### config.mk
export PLATFORM = sky130hd
export DESIGN_NAME = seg7_monitor
export DESIGN_NICKNAME = d
export VERILOG_FILES = /design/src/rtl/seg7_monitor.sv
export SDC_FILE = /design/constraint.sdc
export NUM_CORES = 1
export LEC_CHECK = 0
export ABC_AREA = 1
export CAP_MARGIN = 20
export CORE_AREA = 2 2 158 83
export CTS_CLUSTER_DIAMETER = 50
export CTS_CLUSTER_SIZE = 20
export DETAILED_ROUTE_END_ITERATION = 7
export DIE_AREA = 0 0 160 85
export PLACE_DENSITY = 0.58
export REMOVE_ABC_BUFFERS = 1
export SLEW_MARGIN = 20
export SYNTH_ARGS = -nofsm -noshare
export SYNTH_HDL_FRONTEND = slang
export SYNTH_SLANG_ARGS = --single-unit
### constraint.sdc
create_clock -name clk -period 5.2 [get_ports clk]
set_input_delay 0.78 -clock clk [delete_from_list [all_inputs] [get_ports clk]]
set_output_delay 0.78 -clock clk [all_outputs]
set_load 0.02 [all_outputs]
### src/rtl/seg7_monitor.sv
// seg7_monitor: receive-side checker for an active-low seven-segment bus.
// Synchronises and debounces the segment pattern, then decodes it to a digit.
// Checks that digits advance by one with wrap-around and measures digit dwell.
module seg7_monitor #(
    parameter int unsigned STABLE_CYCLES = 4,
    parameter int unsigned MAX_DIGIT     = 7,
    parameter int unsigned CNT_W         = 24
) (
    input  logic             clk,
    input  logic             rst,
    input  logic [7:0]       c,
    output logic [3:0]       digit,
    output logic             valid,
    output logic             dp,
    output logic             new_digit,
    output logic             seq_err,
    output logic             bad_code,
    output logic             locked,
    output logic [7:0]       err_cnt,
    output logic [CNT_W-1:0] dwell
);

    localparam int unsigned STAB_W = $clog2(STABLE_CYCLES + 1);
    localparam logic [STAB_W-1:0] STAB_MAX  = STAB_W'(STABLE_CYCLES);
    localparam logic [STAB_W-1:0] STAB_LAST = STAB_W'(STABLE_CYCLES - 1);
    localparam logic [3:0]        MAX_D     = 4'(MAX_DIGIT);

    typedef enum logic [1:0] {
        IDLE    = 2'd0,
        ACQUIRE = 2'd1,
        TRACK   = 2'd2
    } state_t;

    logic [7:0]        r_s1;
    logic [7:0]        r_s2;
    logic [7:0]        r_cand;
    logic [STAB_W-1:0] r_stab;
    state_t            r_state;
    logic [3:0]        r_digit;
    logic              r_valid;
    logic              r_dp;
    logic              r_new_digit;
    logic              r_seq_err;
    logic              r_bad_code;
    logic              r_locked;
    logic [7:0]        r_err_cnt;
    logic [CNT_W-1:0]  r_dwell;
    logic [CNT_W-1:0]  r_period;

    logic              w_accept;
    logic              w_blank;
    logic              w_dec_hit;
    logic [3:0]        w_dec_val;
    logic              w_legal;
    logic [3:0]        w_succ;
    state_t            w_state_nxt;
    logic              w_valid_nxt;
    logic [3:0]        w_digit_nxt;
    logic              w_dp_nxt;
    logic              w_new;
    logic              w_seq;
    logic              w_bad;
    logic              w_capture;
    logic [CNT_W-1:0]  w_period_inc;

    // Two-stage synchroniser on the asynchronous segment bus
    always_ff @(posedge clk or negedge rst) begin
        if (!rst) begin
            r_s1 <= 8'hFF;
            r_s2 <= 8'hFF;
        end else begin
            r_s1 <= c;
            r_s2 <= r_s1;
        end
    end

    // Stability filter: counter saturates so each stable pattern is accepted once
    always_ff @(posedge clk or negedge rst) begin
        if (!rst) begin
            r_cand <= 8'hFF;
            r_stab <= STAB_MAX;
        end else if (r_s2 != r_cand) begin
            r_cand <= r_s2;
            r_stab <= '0;
        end else if (r_stab < STAB_MAX) begin
            r_stab <= r_stab + STAB_W'(1);
        end
    end

    assign w_accept = (r_s2 == r_cand) && (r_stab == STAB_LAST);
    assign w_blank  = (r_cand[6:0] == 7'h7F);
    assign w_succ   = (r_digit == MAX_D) ? 4'd0 : (r_digit + 4'd1);

    // Active-low segment decode of the accepted candidate
    always_comb begin
        w_dec_hit = 1'b1;
        w_dec_val = 4'd0;
        case (r_cand[6:0])
            7'b1000000: w_dec_val = 4'd0;
            7'b1111001: w_dec_val = 4'd1;
            7'b0100100: w_dec_val = 4'd2;
            7'b0110000: w_dec_val = 4'd3;
            7'b0011001: w_dec_val = 4'd4;
            7'b0010010: w_dec_val = 4'd5;
            7'b0000010: w_dec_val = 4'd6;
            7'b1111000: w_dec_val = 4'd7;
            7'b0000000: w_dec_val = 4'd8;
            7'b0010000: w_dec_val = 4'd9;
            default:    w_dec_hit = 1'b0;
        endcase
    end

    assign w_legal = w_dec_hit && (w_dec_val <= MAX_D);

    // FSM next state and per-accept actions
    always_comb begin
        w_state_nxt = r_state;
        w_valid_nxt = r_valid;
        w_digit_nxt = r_digit;
        w_dp_nxt    = r_dp;
        w_new       = 1'b0;
        w_seq       = 1'b0;
        w_bad       = 1'b0;
        w_capture   = 1'b0;
        if (w_accept) begin
            if (w_blank) begin
                w_valid_nxt = 1'b0;
            end else if (!w_legal) begin
                w_valid_nxt = 1'b0;
                w_bad       = 1'b1;
            end else if ((w_dec_val == r_digit) && (r_state != IDLE)) begin
                // same digit reappearing (e.g. after a blank) is not a new event
                w_valid_nxt = 1'b1;
            end else begin
                w_valid_nxt = 1'b1;
                w_digit_nxt = w_dec_val;
                w_dp_nxt    = ~r_cand[7];
                w_new       = 1'b1;
                case (r_state)
                    IDLE: begin
                        w_state_nxt = ACQUIRE;
                    end
                    ACQUIRE: begin
                        w_capture   = 1'b1;
                        w_state_nxt = (w_dec_val == w_succ) ? TRACK : ACQUIRE;
                    end
                    TRACK: begin
                        w_capture = 1'b1;
                        if (w_dec_val != w_succ) begin
                            w_seq       = 1'b1;
                            w_state_nxt = ACQUIRE;
                        end
                    end
                    default: begin
                        w_state_nxt = IDLE;
                    end
                endcase
            end
        end
    end

    assign w_period_inc = (r_period == '1) ? r_period : (r_period + CNT_W'(1));

    // FSM state register
    always_ff @(posedge clk or negedge rst) begin
        if (!rst) begin
            r_state <= IDLE;
        end else begin
            r_state <= w_state_nxt;
        end
    end

    // Registered outputs, error counter and dwell measurement
    always_ff @(posedge clk or negedge rst) begin
        if (!rst) begin
            r_digit     <= 4'd0;
            r_valid     <= 1'b0;
            r_dp        <= 1'b0;
            r_new_digit <= 1'b0;
            r_seq_err   <= 1'b0;
            r_bad_code  <= 1'b0;
            r_locked    <= 1'b0;
            r_err_cnt   <= 8'd0;
            r_dwell     <= '0;
            r_period    <= '0;
        end else begin
            r_digit     <= w_digit_nxt;
            r_valid     <= w_valid_nxt;
            r_dp        <= w_dp_nxt;
            r_new_digit <= w_new;
            r_seq_err   <= w_seq;
            r_bad_code  <= w_bad;
            r_locked    <= (w_state_nxt == TRACK);
            if ((w_seq || w_bad) && (r_err_cnt != 8'hFF)) begin
                r_err_cnt <= r_err_cnt + 8'd1;
            end
            if (w_capture) begin
                r_dwell <= w_period_inc;
            end
            r_period <= w_new ? '0 : w_period_inc;
        end
    end

    assign digit     = r_digit;
    assign valid     = r_valid;
    assign dp        = r_dp;
    assign new_digit = r_new_digit;
    assign seq_err   = r_seq_err;
    assign bad_code  = r_bad_code;
    assign locked    = r_locked;
    assign err_cnt   = r_err_cnt;
    assign dwell     = r_dwell;

endmodule

# Word-level counts from Yosys, hierarchy flattened
# Cells that the tools add are included.
[op_classes]
eq_ne = 22
reduce_logical = 12
magnitude_cmp = 2
n_bitwise = 3
mux = 34
addsub = 4
[ops]
columns = ["operator", "n"]
rows = [
  ["$mux 24", 2],
  ["$pmux 4 s9", 1],
  ["$eq 7x7->1 const B", 4],
  ["$add 24x1->24 const B", 1],
  ["$eq 24x24->1 const B", 1],
  ["$eq 7x5->1 const B", 3],
  ["$mux 1", 21],
  ["$eq 7x6->1 const B", 2],
  ["$mux 2", 6],
  ["$reduce_or 10->1", 1],
  ["$add 8x1->8 const B", 1],
  ["$eq 4x4->1", 2],
  ["$eq 8x8->1", 1],
  ["$ne 8x8->1", 1],
  ["$ne 8x8->1 const B", 1],
  ["$eq 7x2->1 const B", 1],
  ["$logic_not 7->1", 1],
  ["$mux 3", 2],
  ["$pmux 2 s3", 1],
  ["$add 4x1->4 const B", 1],
  ["$eq 2x2->1 const B", 2],
  ["$eq 4x3->1 const B", 1],
  ["$le 4x3->1 const B", 1],
  ["$logic_and 1x1->1", 4],
  ["other kinds (12)", 15],
]
[totals]
wordCells = 92
regBits = 95
in_bits = 10
out_inout_bits = 42

# Logic depth before layout (Yosys ltp)
[logic_depth]
depth_word = 11
depth_mapped = 18
ltp_nobuf = 16

# Worst setup path after synthesis
# No wires, ideal clock.
[synth_path]
path_type = "register to register"
startpoint = "reg r_cand[4]"
endpoint = "reg r_dwell[2] (netlist: dwell[2])"
stages_incl_launch_ff = 17
n_path_buf = 3
slack_ns = 3.170
t_arrival_ns = 1.903
period_less_slack_ns = 2.030
t_required_ns = 5.073
cell_sequence = "dfstp_2 -> buf_2 -> nand2_2 -> inv_2 -> nand2_2 -> nor2_4 -> nor2_4 -> nand2_2 -> nor2_2 -> nor2_4 -> nand2_4 -> inv_4 -> nand2_4 -> buf_8 -> buf_12 -> nand2_2 -> o21ai_2"
[synth_between]
elab_chain_len = 8
[synth_lines]
columns = ["element", "line", "text"]
rows = [
  ["start, declared", "36", "logic [7:0] r_cand;"],
  ["start signal, assigned", "83", "r_cand <= r_s2;"],
  ["branches (longest 7 deep; another with $le 4x3->1)", "n/a", ""],
  ["$mux 1 *", "125", "if (w_accept) begin"],
  ["end signal, assigned", "198", "r_dwell <= w_period_inc;"],
  ["end, declared", "47", "logic [CNT_W-1:0] r_dwell;"],
]
# Mark *: on every way between the ends.
# A chain may end at the register's enable or synchronous reset.

# Worst setup path after layout
[layout_path]
startpoint = "reg r_cand[5]"
endpoint = "reg r_dwell[13] (netlist: dwell[13])"
# The elaborated chain is that of the path after synthesis.

==> flow_summary.yaml <==
routing:
  drt-total-wl_um: 10100
  via_count: 3534
  first_iter_violations: 204
  detailed_route_vias_per_instance: 4.61
  firstDrtPassIters: 5
  routed_wire_length_per_instance_um: 13.2
  drc: 0
  detail-route-antenna-nets: 0
clock_tree:
  clkSlewWorstSetupHoldPaths_ps: 70
  post_cts_buffers: 0
  clock_tree.root_cell: "sky130_fd_sc_hd__clkbuf_16"
  bufs_on_longest_clock_path: 2
  number_of_cts_inserted_buffers: 9
  worstSkewPairLatency_ps: 340
  cts_hold_repair.buffers: 0
  htreeDepth: 3
  clock_sink_count: 95
  cts_tree: "yes"
  ctsResizeCount: 0
yosys:
  seq_area_frac_synth_pct: 50.5
  syn_area_per_cell_um2: 8.71
  seq_cells_post_synth: 95
  synth-warning-count: 0
  synth.cell_area_um2: 4770
  synthCells: 547
  yosys.cell_types.count: 38
pwr:
  p_leak_uw: 0.00260
  power_per_cell_area_nw_per_um2: 258
  power.ir.vdd_worst_v: 0.000188
  power_total_uw: 1460
setup_path:
  crit_fanout: 48
  cp-start-kind: "flip-flop"
  timing.critical_path.from: "r_cand[5]"
  worst_setup_path_endpoint: "dwell[13]"
  r2r.worst_path.cells: 10
  ff2ff_setup_slack_ps: 2290
  endpoint_required_time_on_the_critical_path_ps: 5410
  regToRegStartpoint: "r_cand[5]"
  data_arrival_at_the_endpoint_of_the_critical_path_ps: 3120
  setup.worst_path.class: "reg -> reg"
  worstReg2RegEnd: "dwell[13]"
  setup.worst_path.end_class: "flip-flop"
sta:
  worst_slew_pin_slew_ps: 824
  hold_ws_ps: 356
  setup_repair_after_global_routing_missed_its_margin: "no"
  min_period_ps: 2910
  maxSlewViolCount: 0
  clock.fmax_mhz: 344
  final-hold-violation-count: 0
  setup_viol: 0
  clock-skew-final_ps: 9.42
  setup_total_negative_slack_ps: 0
  max-slew-margin-rel_pct: 44.9
  portion_of_the_clock_cycle_consumed_by_the_worst_path_in_the_final_layout_pct: 56.0
floorplan:
  initial_core_util_pct: 38.9
  fp.dieArea_um2: 13600
  die_height_um: 85
  io_pins: 52
  fp.coreArea_um2: 12300
  die_width_um: 160
  placementRows: 29
cells_and_area:
  diodes_inserted: 0
  area_growth_syn_to_layout_pct: 19.0
  drive_above_1_share_pct: 16.8
  postLayoutCellArea_um2: 5670
  most_common_library_cell_in_the_layout_ignoring_fill_and_taps: "sky130_fd_sc_hd__nand2_1"
  final_net_count: 610
  layout.cells.most_common_list: "116 x sky130_fd_sc_hd__nand2_1, 80 x sky130_fd_sc_hd__nor2_1, 70 x sky130_fd_sc_hd__dfrtp_1"
global_routing:
  grt_usage_pct: 15.8
  first_global_vias: 3312
  overflow: 0
  grt_max_degree: 52
  global_route_wire_length_before_repair_um: 17100
  grt_antenna_before_repair: 0
min_path:
  whs_path_depth: 0
  min-delay-path-class: "reg -> reg"
placement:
  finalWeightedCongestion: 0.903
  dp_area_um2: 5370
  place.port_buffers: 51
  place_hpwl_um: 7530
flow_run:
  max_cap_violations: 0
run_status:
  outcome: "finished, final reports clean"
==> registers in the layout, summed over array words and instances, names as in the netlist <==
signal	flops
dwell	24
r_period	24
err_cnt	8
r_cand	8
r_s1	8
r_s2	8
digit	4
r_stab	3
r_state	2
bad_code	1
dp	1
locked	1
new_digit	1
seq_err	1
valid	1
==> critical path: stages, from the launching register on <==
cell and delay, ps:
sky130_fd_sc_hd__dfstp_2 610, sky130_fd_sc_hd__xnor2_1 140, sky130_fd_sc_hd__nand2_1 70, sky130_fd_sc_hd__nor3_1 450
sky130_fd_sc_hd__nand3_1 230, sky130_fd_sc_hd__nor2_4 180, sky130_fd_sc_hd__nand2_4 110, sky130_fd_sc_hd__inv_4 270
sky130_fd_sc_hd__nand2_4 430, sky130_fd_sc_hd__nand2_1 200, sky130_fd_sc_hd__o21ai_2 70
==> how the worst min path moves through the flow <==
| stage | slack [ps] | endpoint | from |
|---|---|---|---|
| 2_1_floorplan | 350 | r_s2[0] | r_s1[0] |
| 6_report | 360 | r_s2[2] | r_s1[2] |
| 5_1_grt | 360 | r_s2[2] | r_s1[2] |
| 3_3_place_gp | 350 | r_s2[2] | r_s1[2] |
| 4_1_cts | 360 | r_s2[0] | r_s1[0] |
| 3_5_place_dp | 350 | r_s2[0] | r_s1[0] |
==> cell families (layout without fill, tap and decap cells) <==
kind of cell / Yosys count / in the layout / synth area share [%]
AO/OA/AOI/OAI: 48 / 48 / 6.69
XOR/XNOR: 33 / 33 / 6.22
adder cells (fa/ha/maj): 9 / 9 / 2.36
buffers and inverters: 76 / 125 / 7.14
flip-flops: 95 / 95 / 50.5
multiplexers: 1 / 1 / 0.210
AND/OR/NAND/NOR: 285 / 285 / 26.8
==> stage by stage <==
step	util [%]	instances	setup slack, ps
3_5_place_dp	43.8	750	2290
4_1_cts	46.2	766	2270
3_3_place_gp	43.8	750	2420
6_report	46.2	766	2290
5_1_grt	46.2	766	1980
2_1_floorplan	-	528	2940
==> report_power, final <==
part | leakage [uW] | switching, uW | internal, uW
logic | 0.00123 | 28.1 | 14.7
registers | 0.00123 | 8.82 | 756
clock network | 0.000149 | 304 | 351
==> metal layers <==
| layer | vias up | part of all wire [%] | track usage (%) |
|---|---|---|---|
| li1 | 1806 | - | - |
| met1 | 1639 | 56 | 25.5 |
| met2 | 79 | 38 | 20.8 |
| met3 | 10 | 5.1 | 3.71 |
| met4 | 0 | 0.96 | 3.69 |
| met5 | - | 0 | 0 |
==> Yosys cell counts <==
| cell | count | area share, % |
|---|---|---|
| sky130_fd_sc_hd__nand3_2 | 1 | 0.21 |
| sky130_fd_sc_hd__a31oi_1 | 1 | 0.13 |
| sky130_fd_sc_hd__nor4_1 | 3 | 0.39 |
| sky130_fd_sc_hd__buf_2 | 4 | 0.42 |
| sky130_fd_sc_hd__o21ai_0 | 17 | 1.8 |
| sky130_fd_sc_hd__o21ai_1 | 1 | 0.10 |
| sky130_fd_sc_hd__nand2_2 | 13 | 1.7 |
| sky130_fd_sc_hd__buf_1 | 1 | 0.079 |
| sky130_fd_sc_hd__a21oi_1 | 8 | 0.84 |
| sky130_fd_sc_hd__inv_2 | 3 | 0.24 |
| sky130_fd_sc_hd__dfrtp_1 | 70 | 37 |
| sky130_fd_sc_hd__buf_8 | 1 | 0.31 |
| sky130_fd_sc_hd__dfstp_2 | 25 | 14 |
| sky130_fd_sc_hd__nand2_4 | 3 | 0.71 |
| sky130_fd_sc_hd__xor2_1 | 25 | 4.6 |
| sky130_fd_sc_hd__buf_12 | 1 | 0.42 |
| sky130_fd_sc_hd__xor2_2 | 1 | 0.34 |
| sky130_fd_sc_hd__nor3_1 | 7 | 0.74 |
| sky130_fd_sc_hd__inv_4 | 1 | 0.13 |
| sky130_fd_sc_hd__mux2i_1 | 1 | 0.21 |
| sky130_fd_sc_hd__o21ai_2 | 20 | 3.7 |
| sky130_fd_sc_hd__nor3b_1 | 1 | 0.16 |
| sky130_fd_sc_hd__nand2_1 | 116 | 9.1 |
| sky130_fd_sc_hd__buf_6 | 2 | 0.47 |
| sky130_fd_sc_hd__a22oi_1 | 1 | 0.16 |
| sky130_fd_sc_hd__nor2_2 | 9 | 1.2 |
| sky130_fd_sc_hd__nor2_1 | 80 | 6.3 |
| sky130_fd_sc_hd__clkbuf_2 | 1 | 0.10 |
| sky130_fd_sc_hd__nor2_4 | 4 | 0.95 |
| sky130_fd_sc_hd__xnor2_1 | 7 | 1.3 |
| sky130_fd_sc_hd__clkbuf_1 | 8 | 0.63 |
| sky130_fd_sc_hd__and3_1 | 1 | 0.13 |
| sky130_fd_sc_hd__nand4_1 | 9 | 1.2 |
| sky130_fd_sc_hd__or2_2 | 2 | 0.26 |
| sky130_fd_sc_hd__nand3_1 | 36 | 3.8 |
| sky130_fd_sc_hd__ha_1 | 9 | 2.4 |
| sky130_fd_sc_hd__inv_1 | 53 | 4.2 |
| sky130_fd_sc_hd__buf_4 | 1 | 0.16 |
==> area by class of cell <==
cell class,count,area (um^2)
multi-input combinational,376,2020
timing repair buffer,52,515
clock inverter,6,60.1
inverter,57,216
fill,1186,6600
clock buffer,10,239
tap,170,213
sequential,95,2410
Power figures use the tool's default switching activity.
